--- src/rtl/fpga_template_pkg.sv ---
// Shared types and defaults for the microphone capture sequencer.
// Holds the capture FSM encoding and the default sample/depth sizes.
package fpga_template_pkg;

  localparam int MIC_SAMPLE_W  = 24;
  localparam int MIC_CAP_DEPTH = 256;

  typedef enum logic [2:0] {
    ST_IDLE,
    ST_WAIT,
    ST_WR_L,
    ST_WR_R,
    ST_DONE
  } capture_state_t;

endpackage

--- src/rtl/mic_capture_seq.sv ---
// Sequences I2S sample strobes into an external sample RAM.
// Define MIC_CAPTURE_STEREO_EN to store L/R pairs; default stores left only.
module mic_capture_seq
  import fpga_template_pkg::*;
#(
  parameter int  DEPTH_FRAMES = MIC_CAP_DEPTH,
  parameter int  SAMPLE_W     = MIC_SAMPLE_W,
  localparam int CW           = $clog2(DEPTH_FRAMES) + 1,
  localparam int AW           = $clog2(2 * DEPTH_FRAMES)
) (
  input  logic                clk_i,
  input  logic                rst_ni,
  input  logic                start_i,
  input  logic                abort_i,
  input  logic [CW-1:0]       num_frames_i,
  input  logic                sample_stb_i,
  input  logic [SAMPLE_W-1:0] left_i,
  input  logic [SAMPLE_W-1:0] right_i,
  output logic                mem_we_o,
  output logic [AW-1:0]       mem_addr_o,
  output logic [SAMPLE_W-1:0] mem_wdata_o,
  output logic                busy_o,
  output logic                done_o,
  output logic                overrun_o,
  output logic [CW-1:0]       frames_o
);

  capture_state_t      state_q;
  logic [CW-1:0]       frames_q;
  logic [CW-1:0]       target_q;
  logic                we_q;
  logic                done_q;
  logic                overrun_q;
  logic [AW-1:0]       addr_q;
  logic [SAMPLE_W-1:0] wdata_q;

  logic [CW-1:0]       req_frames;
  logic [CW-1:0]       frames_inc;
  logic                last_frame;
  logic [AW-1:0]       base_addr;
  logic                aborting;

  assign req_frames = (num_frames_i > CW'(DEPTH_FRAMES))
                    ? CW'(DEPTH_FRAMES) : num_frames_i;
  assign frames_inc = frames_q + CW'(1);
  assign last_frame = (frames_inc == target_q);
  assign aborting   = abort_i && (state_q != ST_IDLE);

`ifdef MIC_CAPTURE_STEREO_EN
  logic [SAMPLE_W-1:0] right_q;
  assign base_addr = AW'({frames_q, 1'b0});
`else
  logic unused_right;
  assign unused_right = ^right_i;
  assign base_addr    = AW'(frames_q);
`endif

  always_ff @(posedge clk_i or negedge rst_ni) begin
    if (!rst_ni) begin
      state_q   <= ST_IDLE;
      frames_q  <= '0;
      target_q  <= '0;
      we_q      <= 1'b0;
      done_q    <= 1'b0;
      overrun_q <= 1'b0;
      addr_q    <= '0;
      wdata_q   <= '0;
`ifdef MIC_CAPTURE_STEREO_EN
      right_q   <= '0;
`endif
    end else if (aborting) begin
      state_q <= ST_IDLE;
      we_q    <= 1'b0;
      done_q  <= 1'b0;
    end else begin
      unique case (state_q)
        ST_IDLE: begin
          we_q   <= 1'b0;
          done_q <= 1'b0;
          if (start_i && (num_frames_i != '0)) begin
            frames_q  <= '0;
            overrun_q <= 1'b0;
            target_q  <= req_frames;
            state_q   <= ST_WAIT;
          end
        end
        ST_WAIT: begin
          if (sample_stb_i) begin
            we_q    <= 1'b1;
            addr_q  <= base_addr;
            wdata_q <= left_i;
`ifdef MIC_CAPTURE_STEREO_EN
            right_q <= right_i;
`endif
            state_q <= ST_WR_L;
          end
        end
`ifdef MIC_CAPTURE_STEREO_EN
        ST_WR_L: begin
          if (sample_stb_i) overrun_q <= 1'b1;
          addr_q  <= base_addr + AW'(1);
          wdata_q <= right_q;
          state_q <= ST_WR_R;
        end
        ST_WR_R: begin
          if (sample_stb_i) overrun_q <= 1'b1;
          we_q     <= 1'b0;
          frames_q <= frames_inc;
          done_q   <= last_frame;
          state_q  <= last_frame ? ST_DONE : ST_WAIT;
        end
`else
        ST_WR_L: begin
          if (sample_stb_i) overrun_q <= 1'b1;
          we_q     <= 1'b0;
          frames_q <= frames_inc;
          done_q   <= last_frame;
          state_q  <= last_frame ? ST_DONE : ST_WAIT;
        end
`endif
        ST_DONE: begin
          done_q  <= 1'b0;
          state_q <= ST_IDLE;
        end
        default: begin
          we_q    <= 1'b0;
          done_q  <= 1'b0;
          state_q <= ST_IDLE;
        end
      endcase
    end
  end

  // Abort suppresses the write or done pulse already on the outputs.
  assign mem_we_o    = we_q & ~aborting;
  assign done_o      = done_q & ~aborting;
  assign mem_addr_o  = addr_q;
  assign mem_wdata_o = wdata_q;
  assign busy_o      = (state_q != ST_IDLE);
  assign overrun_o   = overrun_q;
  assign frames_o    = frames_q;

endmodule

--- config.mk ---
export PLATFORM = sky130hd
export DESIGN_NAME = mic_capture_seq
export DESIGN_NICKNAME = d
export VERILOG_FILES = /design/src/rtl/fpga_template_pkg.sv /design/src/rtl/mic_capture_seq.sv
export SDC_FILE = /design/constraint.sdc
export NUM_CORES = 1
export LEC_CHECK = 0
export ABC_AREA = 1
export ABC_CLOCK_PERIOD_IN_PS = 4300
export BUFFER_PORTS_ARGS = -buffer_cell sky130_fd_sc_hd__buf_4
export CAP_MARGIN = 0
export CORE_MARGIN = 10
export CORE_UTILIZATION = 30
export DETAILED_ROUTE_END_ITERATION = 8
export HOLD_SLACK_MARGIN = 0.08
export MAX_ROUTING_LAYER = met4
export PLACE_DENSITY = 0.61
export SLEW_MARGIN = 20
export SYNTH_ARGS = -nofsm -noshare
export SYNTH_HDL_FRONTEND = slang
export SYNTH_SLANG_ARGS = --single-unit
--- constraint.sdc ---
create_clock -name clk_i -period 4.3 [get_ports clk_i]
set_input_delay 0.43 -clock clk_i [delete_from_list [all_inputs] [get_ports clk_i]]
set_output_delay 0.43 -clock clk_i [all_outputs]
set_load 0.1 [all_outputs]
# Word-level counts from Yosys, hierarchy flattened
# Index checks and enable logic that the tools add are counted.
dict set report classes {
  addsub 1
  n_lt_le_gt_ge 1
  n_mux 15
  n_reduce_logical 12
  bitwise 3
  n_eq_ne 10
}
# cell count
set op_table {}
lappend op_table {{$mux 9} 2}
lappend op_table {{$pmux 9 s2} 1}
lappend op_table {{$mux 3} 4}
lappend op_table {{$add 9x1->9 const B} 1}
lappend op_table {{$eq 9x9->1} 1}
lappend op_table {{$gt 9x9->1 const B} 1}
lappend op_table {{$pmux 3 s3} 1}
lappend op_table {{$reduce_and 3->1} 3}
lappend op_table {{$reduce_bool 9->1} 1}
lappend op_table {{$ne 2x2->1 const B} 4}
lappend op_table {{$ne 3x3->1 const B} 2}
lappend op_table {{$pmux 1 s2} 3}
lappend op_table {{$mux 1} 4}
lappend op_table {{$reduce_and 2->1} 2}
lappend op_table {{$reduce_and 4->1} 1}
lappend op_table {{$eq 3x1->1 const B} 1}
lappend op_table {{$eq 3x2->1 const B} 1}
lappend op_table {{$eq 3x3->1 const B} 1}
lappend op_table {{$logic_not 3->1} 1}
lappend op_table {{$reduce_bool 3->1} 1}
lappend op_table {{$and 1x1->1} 2}
lappend op_table {{$logic_and 1x1->1} 2}
lappend op_table {{$reduce_bool 2->1} 1}
lappend op_table {{$not 1->1} 1}
dict set report word_totals {
  inputBits 62
  elab_cells 50
  regBits 57
}

# Longest topological paths before layout
# Gate-level depths: netlist of run 1.
dict set report depth {
  depth_word 5
  ltp_mapped 13
  depth_no_buf 13
}

# Worst setup path before layout of run 1
# No wires, ideal clock.
dict set report synth_path {
  kind {reg2out}
  from {register state_q[0]}
  to {output done_o}
  stages_incl_launch_ff 6
  required_ns 3.870
  t_arrival_ns 2.624
  path_slack_ns 1.246
  cell_sequence {dfrtp_1 nor2_1 nand2_1 inv_1 nor2_1 nor2_1}
}
dict set report synth_between {
  elab_chain_len 4
}
# element line
set synth_rtl {}
lappend synth_rtl {{start: declaration} mic_capture_seq.sv:28} ;# capture_state_t state_q;
lappend synth_rtl {{start signal: assignment} mic_capture_seq.sv:118} ;# state_q <= last_frame ? ST_DONE : ST_WAIT;
lappend synth_rtl {{$reduce_bool 3->1} n/a}
lappend synth_rtl {{named net busy_o} mic_capture_seq.sv:22} ;# output logic busy_o,
lappend synth_rtl {{$logic_and 1x1->1} mic_capture_seq.sv:47} ;# assign aborting = abort_i && (state_q != ST_IDLE);
lappend synth_rtl {{$not 1->1 (no source line)} n/a}
lappend synth_rtl {{$and 1x1->1} mic_capture_seq.sv:136} ;# assign done_o = done_q & ~aborting;
lappend synth_rtl {{end: declaration} mic_capture_seq.sv:23} ;# output logic done_o,
# The timed path passes the listed nets, and every way through them passes these cells.

# Worst setup path after layout of run 1
dict set report layout_path {
  from {register state_q[0]}
  to {register frames_q[2] (netlist: frames_o[2])}
}
dict set report layout_between {
  elab_chain_len 4
}
# element line
set layout_rtl {}
lappend layout_rtl {{parallel branches: the longest is 4 deep, another holds $eq 3x2->1} n/a}
lappend layout_rtl {{end signal: assignment} mic_capture_seq.sv:116} ;# frames_q <= frames_inc;
lappend layout_rtl {{end: declaration} mic_capture_seq.sv:29} ;# logic [CW-1:0] frames_q;
# Parallel ways; which one is timed is not known.
# A chain may end at the register's enable or synchronous reset.

==> results of run 1 <==
[worst max-delay path by stage]
stage                     slack, ps  cells past startpoint                       to              startpoint
after floorplan                1250                      5                   done_o  state_q[0]$_DFFE_PN0P_
final                          2190                      7  frames_o[2]$_DFFE_PN0P_  state_q[0]$_DFFE_PN0P_
after CTS                      2180                      7  frames_o[2]$_DFFE_PN0P_  state_q[0]$_DFFE_PN0P_
after global placement         2020                      9  frames_o[2]$_DFFE_PN0P_         num_frames_i[2]
after global routing           1890                      7  frames_o[1]$_DFFE_PN0P_  state_q[0]$_DFFE_PN0P_
after detailed placement       2050                      9  frames_o[1]$_DFFE_PN0P_         num_frames_i[7]
[synthesized netlist by cell type (2+ instances only)]
cell,count
nor2_2,2
nor2_1,11
nand2_2,10
nand2_1,132
buf_2,5
o22ai_1,2
o21ai_0,9
nand3b_1,3
dfrtp_1,57
o31ai_1,8
inv_2,4
nor2_4,6
nand3_1,22
buf_4,4
o21ai_1,10
nand3_2,2
nand4_1,7
inv_1,38
[routing by layer]
layer	part of all wire, %	GRT usage (%)	up-vias	wire length (um)
met5	0	-	-	0
met4	1.4	4.95	0	99
met3	2.9	2.08	12	208
met2	50	17.5	52	3580
met1	46	14.0	1094	3290
li1	-	-	1223	-
[area by class of cell]
class	count	area [sq um]	area share, %
sequential	57	1430	39.4
multi-input combinational	227	1070	29.5
timing repair buffer	83	623	17.2
inverter	42	158	4.35
tap	108	135	3.73
clock buffer	11	131	3.63
clock inverter	5	80.1	2.21
[stage by stage]
step | power, W | area, sq um | setup WS (ps)
after floorplan | 0.00160 | 2710 | 1250
after global placement | 0.00185 | 3410 | 2020
after detailed placement | 0.00186 | 3410 | 2050
after CTS | 0.00241 | 3620 | 2180
after global routing | 0.00249 | 3620 | 1890
final | 0.00238 | 3620 | 2190
[kinds of logic after synthesis]
logic type	Yosys count	share of synthesized area [%]
fa+ha+maj	1	0.461
simple gates	195	32.3
compound gates	31	6.69
buf+inv	52	7.98
flops	57	52.6
[registers in the layout, summed over array words and instances (netlist names)]
signal	count
target_q	9
frames_o	9
mem_wdata_o	24
mem_addr_o	9
done_q	1
overrun_o	1
we_q	1
state_q	3
[power groups by stage]
stage	clock network, W	logic (W)	registers, W
2_1_floorplan	0	0.000198	0.00140
3_3_place_gp	0	0.00113	0.000724
3_5_place_dp	0	0.00113	0.000731
4_1_cts	0.000553	0.00113	0.000722
5_1_grt	0.000575	0.00118	0.000739
6_report	0.000540	0.00112	0.000721
[critical path, cell delays in order, from the launching register on]
cell and delay [ps]:
dfrtp_1 400, nor2_1 140, nand2_1 90, inv_1 100
nand3_1 480, nand2_1 570, nand4_1 120, o21ai_0 110
==> key figures, run 1 <==
Power and ir drop
  – VDD IR-drop max: 224 uV
  – Switching pwr: 0.00119 W
  – Leak Pwr: 1.89 nW
  – Clock power frac: 22.7%
  – Flop pwr share: 30.3%
  – Int Pwr: 0.00119 W
  – Pwr per Cell Area: 657 mW/mm^2
  – Switching Share: 50.0%
  – Combinational share of power: 47.1%

Detailed routing
  – DR WL/cell: 13.5 um
  – Iteration-0 DRC count of the detailed router: 186
  – Routed WL: 7170 um
  – First-pass DRT Iterations: 5
  – Via-per-instance ratio: 4.47
  – Vias: 2,381
  – DRC: 0
  – Antenna viol nets, final: 0

CTS
  – Total CTS buffers: 9
  – H-tree depth: 3
  – CTS tree: built
  – Maximum root-to-sink buffer count: 2
  – Post-CTS setup buffer count: 0
  – Post-cts gate resize count: 0
  – Clock slew at reported path FFs: 70 ps
  – Cts hold-fix bufs: 0
  – CTS Sinks: 57
  – Root buffer selected by CTS: clkbuf_8
  – Worst-Skew Late Latency: 330 ps

STA
  – RSZ-0062 raised after global routing: no
  – Slew Viols, Final: 0
  – Clk_skew: 10.4 ps
  – # setup viols final: 0
  – Minimum hold slack: 152 ps
  – TNS Setup: 0 ps
  – Crit share post-route: 49.0%
  – Minimum clock period: 2110 ps
  – Relative slew slack: 52.1%
  – Least-Margin Pin Slew: 719 ps
  – F_max: 0.474 GHz
  – Final hold viol count: 0

Worst setup path
  – Flop2flop setup slack: 2190 ps
  – Type of origin of the critical path: flip-flop
  – Crit path max fanout: 20
  – Worst reg2reg path startpoint: state_q[0]$_DFFE_PN0P_
  – Req. time, crit path: 4540 ps
  – RR Endpoint: frames_o[2]$_DFFE_PN0P_
  – CP endpoint kind: flip-flop
  – Crit Path Class: reg2reg
  – Worst Path Arrival: 2350 ps
  – Worst-case reg-to-reg path depth: 7

Worst hold path
  – Hold Crit Class: in2async

Finish
  – Final Util: 41.3%
  – Antenna cells: 0
  – Final net count: 483
  – Filler instances: 905
  – Ratio of cells with drive above 1 in the final layout: 28.5%
  – Fin cells: 533
  – Commonest non-fill, non-tap cell in the layout: nand2_1
  – Most frequent cells in the layout: 132 x nand2_1, 83 x buf_4, 57 x dfrtp_1
  – Synthesis-to-finish area growth: 33.6%

Die
  – FP Rows: 34
  – Die width: 115 um
  – Starting Density: 31.0%
  – I/O pin count: 108
  – Core region area: 0.00876 sq mm
  – Die height: 115 um
  – Die area: 0.0132 sq mm

Place
  – Post-Place Cells: 517
  – Dpl hpwl: 5470 um
  – Placer Congestion: 0.846
  – IO buf count: 83

Yosys
  – Area contributors post-synth: dfrtp_1 53%, nand2_1 18%, inv_1 5.3%
  – Area share of the largest cell type after synthesis: 52.6%
  – Top FF cell, synth: dfrtp_1
  – Flops & latches, synth: 57
  – Cell count after synthesis: 336
  – Yosys warning count: 0
  – Yosys cell types: 22
  – Post-synth ARST share: 100%
  – Post-synth top area cell: dfrtp_1
  – Synth Net Count: 399
  – Sequential area share after synthesis: 52.6%
  – EDFF count, synth: 0
  – Synth Cell Area: 0.00271 sq mm
  – Syn avg cell area: 8.07 sq um

Global route
  – Total gr overflow: 0
  – Global-route wire length before repair: 11,900 um
  – GRT Overall Usage: 11.3%
  – Initial antenna violation count: 0
  – Vias in the first global route: 2,451
  – Pin count of the biggest net entering global routing: 58

Status
  – Outcome: complete, no violations

Run
  – Maxcap violations: 0
No activity file was read; power rests on OpenSTA's default activity.
==> run 2, diff against run 1 <==
Settings changed: ABC_AREA 1 to 0, ABC_CLOCK_PERIOD_IN_PS 4300 to 2100.
Clock period 4.3 ns to 2.1 ns, I/O delays scaled along.
==> run 2 against run 1 <==
Effect of this change:
- sequential power rose by 110%
- area after synthesis fell by 5.4%
- clock skew fell by 4.0 ps
- fmax rose by 4.6%
- global-route usage fell by 1.0 points
- synthesized cell count fell by 37%
- wire length fell by 13%
- final area fell by 3.1%
- power rose by 100%
- setup slack got worse by 2100 ps
- critical path type unchanged
- largest cell class unchanged
- highest routed layer unchanged
==> key figures, run 2 <==
STA
  – Minimum hold slack: 97.7 ps
  – Relative slew slack: 51.6%
  – Least-Margin Pin Slew: 726 ps
  – F_max: 0.496 GHz
  – Crit share post-route: 96.0%
  – Minimum clock period: 2020 ps
  – Final hold viol count: 0
  – # setup viols final: 0
  – Slew Viols, Final: 0
  – Final setup margin: 83.5 ps
  – Clk_skew: 6.37 ps

Detailed routing
  – Via-per-instance ratio: 4.59
  – Vias: 1,899
  – First-pass DRT Iterations: 4
  – DRC: 0
  – Routed WL: 6260 um
  – DR WL/cell: 15.1 um
  – Iteration-0 DRC count of the detailed router: 72
  – Antenna viol nets, final: 0

CTS
  – CTS tree: built
  – Maximum root-to-sink buffer count: 2
  – Total CTS buffers: 9
  – Root buffer selected by CTS: clkbuf_8
  – CTS Sinks: 57
  – Worst-Skew Late Latency: 330 ps
  – H-tree depth: 3
  – Clock slew at reported path FFs: 60 ps

Global route
  – Global-route wire length before repair: 10,200 um
  – Vias in the first global route: 1,974
  – Total gr overflow: 0
  – Pin count of the biggest net entering global routing: 58
  – Initial antenna violation count: 0
  – GRT Overall Usage: 10.3%

Yosys
  – Top cells by count, synth: 57 x dfrtp_1, 34 x mux2_2, 12 x inv_1, 12 x o21ai_0
  – Flops & latches, synth: 57
  – Area contributors post-synth: dfrtp_1 56%, mux2_2 15%, xnor2_1 3.1%
  – Most common cell in the netlist: dfrtp_1
  – Post-synth ARST share: 100%
  – Synth Net Count: 276
  – Area share of the largest cell type after synthesis: 55.6%
  – EDFF count, synth: 0
  – Yosys cell types: 35
  – Cell count after synthesis: 213
  – Syn avg cell area: 12.0 sq um
  – Top FF cell, synth: dfrtp_1
  – Sequential area share after synthesis: 55.6%
  – Synth Cell Area: 0.00257 sq mm
  – Post-synth top area cell: dfrtp_1
  – Yosys warning count: 0

Die
  – Core region area: 0.00826 sq mm
  – Die area: 0.0127 sq mm
  – Die width: 112 um
  – FP Rows: 33
  – I/O pin count: 108
  – Starting Density: 31.1%
  – Die height: 112 um

Finish
  – Fin cells: 414
  – Commonest non-fill, non-tap cell in the layout: buf_4
  – Multi-input logic area: 0.00105 sq mm
  – Ratio of cells with drive above 1 in the final layout: 47.2%
  – Filler instances: 815
  – Fin area: 0.00351 sq mm
  – Antenna cells: 0
  – Final net count: 367
  – Max reg flops: 24
  – Synthesis-to-finish area growth: 36.8%
  – Most frequent cells in the layout: 87 x buf_4, 52 x dfrtp_1, 34 x mux2_2
  – Sequential Area: 0.00144 sq mm

Worst setup path
  – Req. time, crit path: 2320 ps
  – Worst-case reg-to-reg path depth: 6
  – Crit-path cells: ha_1 > and3_1 > and3_1 > xnor2_1 > o2111ai_2 > o31a_1
  – Slowest cell on crit path: dfrtp_4
  – CP top delay family: flip-flops
  – RR Endpoint: state_q[0]$_DFFE_PN0P_
  – Flop2flop setup slack: 80 ps
  – Worst reg2reg path startpoint: frames_o[0]$_DFFE_PN0P_
  – Cell mode on critical path: and3_1
  – Type of origin of the critical path: flip-flop
  – CP endpoint kind: flip-flop
  – Crit path max fanout: 7
  – Crit Path Class: reg2reg
  – Crit path largest cell delay: 510 ps
  – Worst Path Buf+Inv: 0
  – Worst Path Arrival: 2230 ps

Place
  – IO buf count: 83
  – Placed Instance Area: 0.00330 sq mm
  – Pre-CTS setup slack: 126 ps
  – Dpl hpwl: 4620 um
  – Placer Congestion: 0.795
  – Post-Place Cells: 397

Status
  – Outcome: complete, no violations

Worst hold path
  – Worst Hold End: we_q$_DFFE_PN0P_
  – Worst min-delay path startpoint: abort_i
  – WHS Path Cells: 2
  – Hold Crit Class: in2reg

Power and ir drop
  – Pwr per Cell Area: 1390 mW/mm^2
  – VDD IR-drop max: 709 uV
  – Leak Pwr: 1.68 nW

Run
  – Maxcap violations: 0
-- run 2: cell types whose count changed after synthesis, sizes merged, moves of 6 or more --
| cell | change |
|---|---|
| nand2 | -132 |
| mux2 | +34 |
| inv | -30 |
| nand3 | -22 |
| xnor2 | +9 |
| nor2 | -7 |
| nor3 | +6 |
| o31ai | -6 |
-- run 2: how the worst max path moves through the flow --
stage	endpoint	startpoint	cells past startpoint	slack, ps
floorplan	done_o	state_q[0]$_DFFE_PN0P_	2	-580
global placement	state_q[0]$_DFFE_PN0P_	frames_o[0]$_DFFE_PN0P_	6	160
detailed placement	state_q[0]$_DFFE_PN0P_	frames_o[0]$_DFFE_PN0P_	6	130
CTS	state_q[0]$_DFFE_PN0P_	frames_o[0]$_DFFE_PN0P_	6	100
global route	done_q$_DFFE_PN0N_	frames_o[0]$_DFFE_PN0P_	6	-10
finish	state_q[0]$_DFFE_PN0P_	frames_o[0]$_DFFE_PN0P_	6	80
-- run 2: cell families after synthesis --
family,synth area share [%]
xor gates and xnor gates,4.78
and+or+nand+nor,11.2
AOI/OAI and AO/OA,8.97
muxes,14.9
buffers and inverters,4.10
adders and majority gates,0.487
DFF,55.6
-- run 2: layout make-up --
| type | count | share of cell area (%) |
|---|---|---|
| inverter | 12 | 1.28 |
| clock inverter | 3 | 1.14 |
| clock buffer | 13 | 4.24 |
| multi-input combinational | 136 | 29.8 |
| timing repair buffer | 88 | 18.9 |
| sequential | 57 | 40.9 |
| tap | 105 | 3.74 |
-- run 2: stage by stage --
stage	TNS, ps	utilization (%)	total power, W
finish	0	42.5	0.00488
CTS	0	42.4	0.00494
global placement	0	40.0	0.00390
detailed placement	0	40.0	0.00393
global route	-13.1	42.5	0.00510
floorplan	-1170	-	0.00338
-- run 2: layer usage --
metal | global-route usage [%] | vias to the layer above | share of wire, %
met5 | - | - | 0
met4 | 4.06 | 0 | 1.3
met3 | 5.06 | 8 | 8.3
met2 | 14.6 | 59 | 46
met1 | 12.2 | 897 | 45
li1 | - | 935 | -
-- run 2: power breakdown --
group | switching (W) | internal [W]
Combinational | 0.00186 | 0.000553
Sequential | 0.000137 | 0.00134
Clock | 0.000413 | 0.000578
Total | 0.00241 | 0.00247
-- run 2: timing repair --
| item | 4_1_cts | 5_1_grt |
|---|---|---|
| endpoints found under the setup margin | 0 | 2 |
| gates resized for setup | 0 | 2 |
| endpoints found under the hold margin | 57 | 0 |
| hold buffers | 1 | 0 |
| buffers inserted | 0 | 0 |
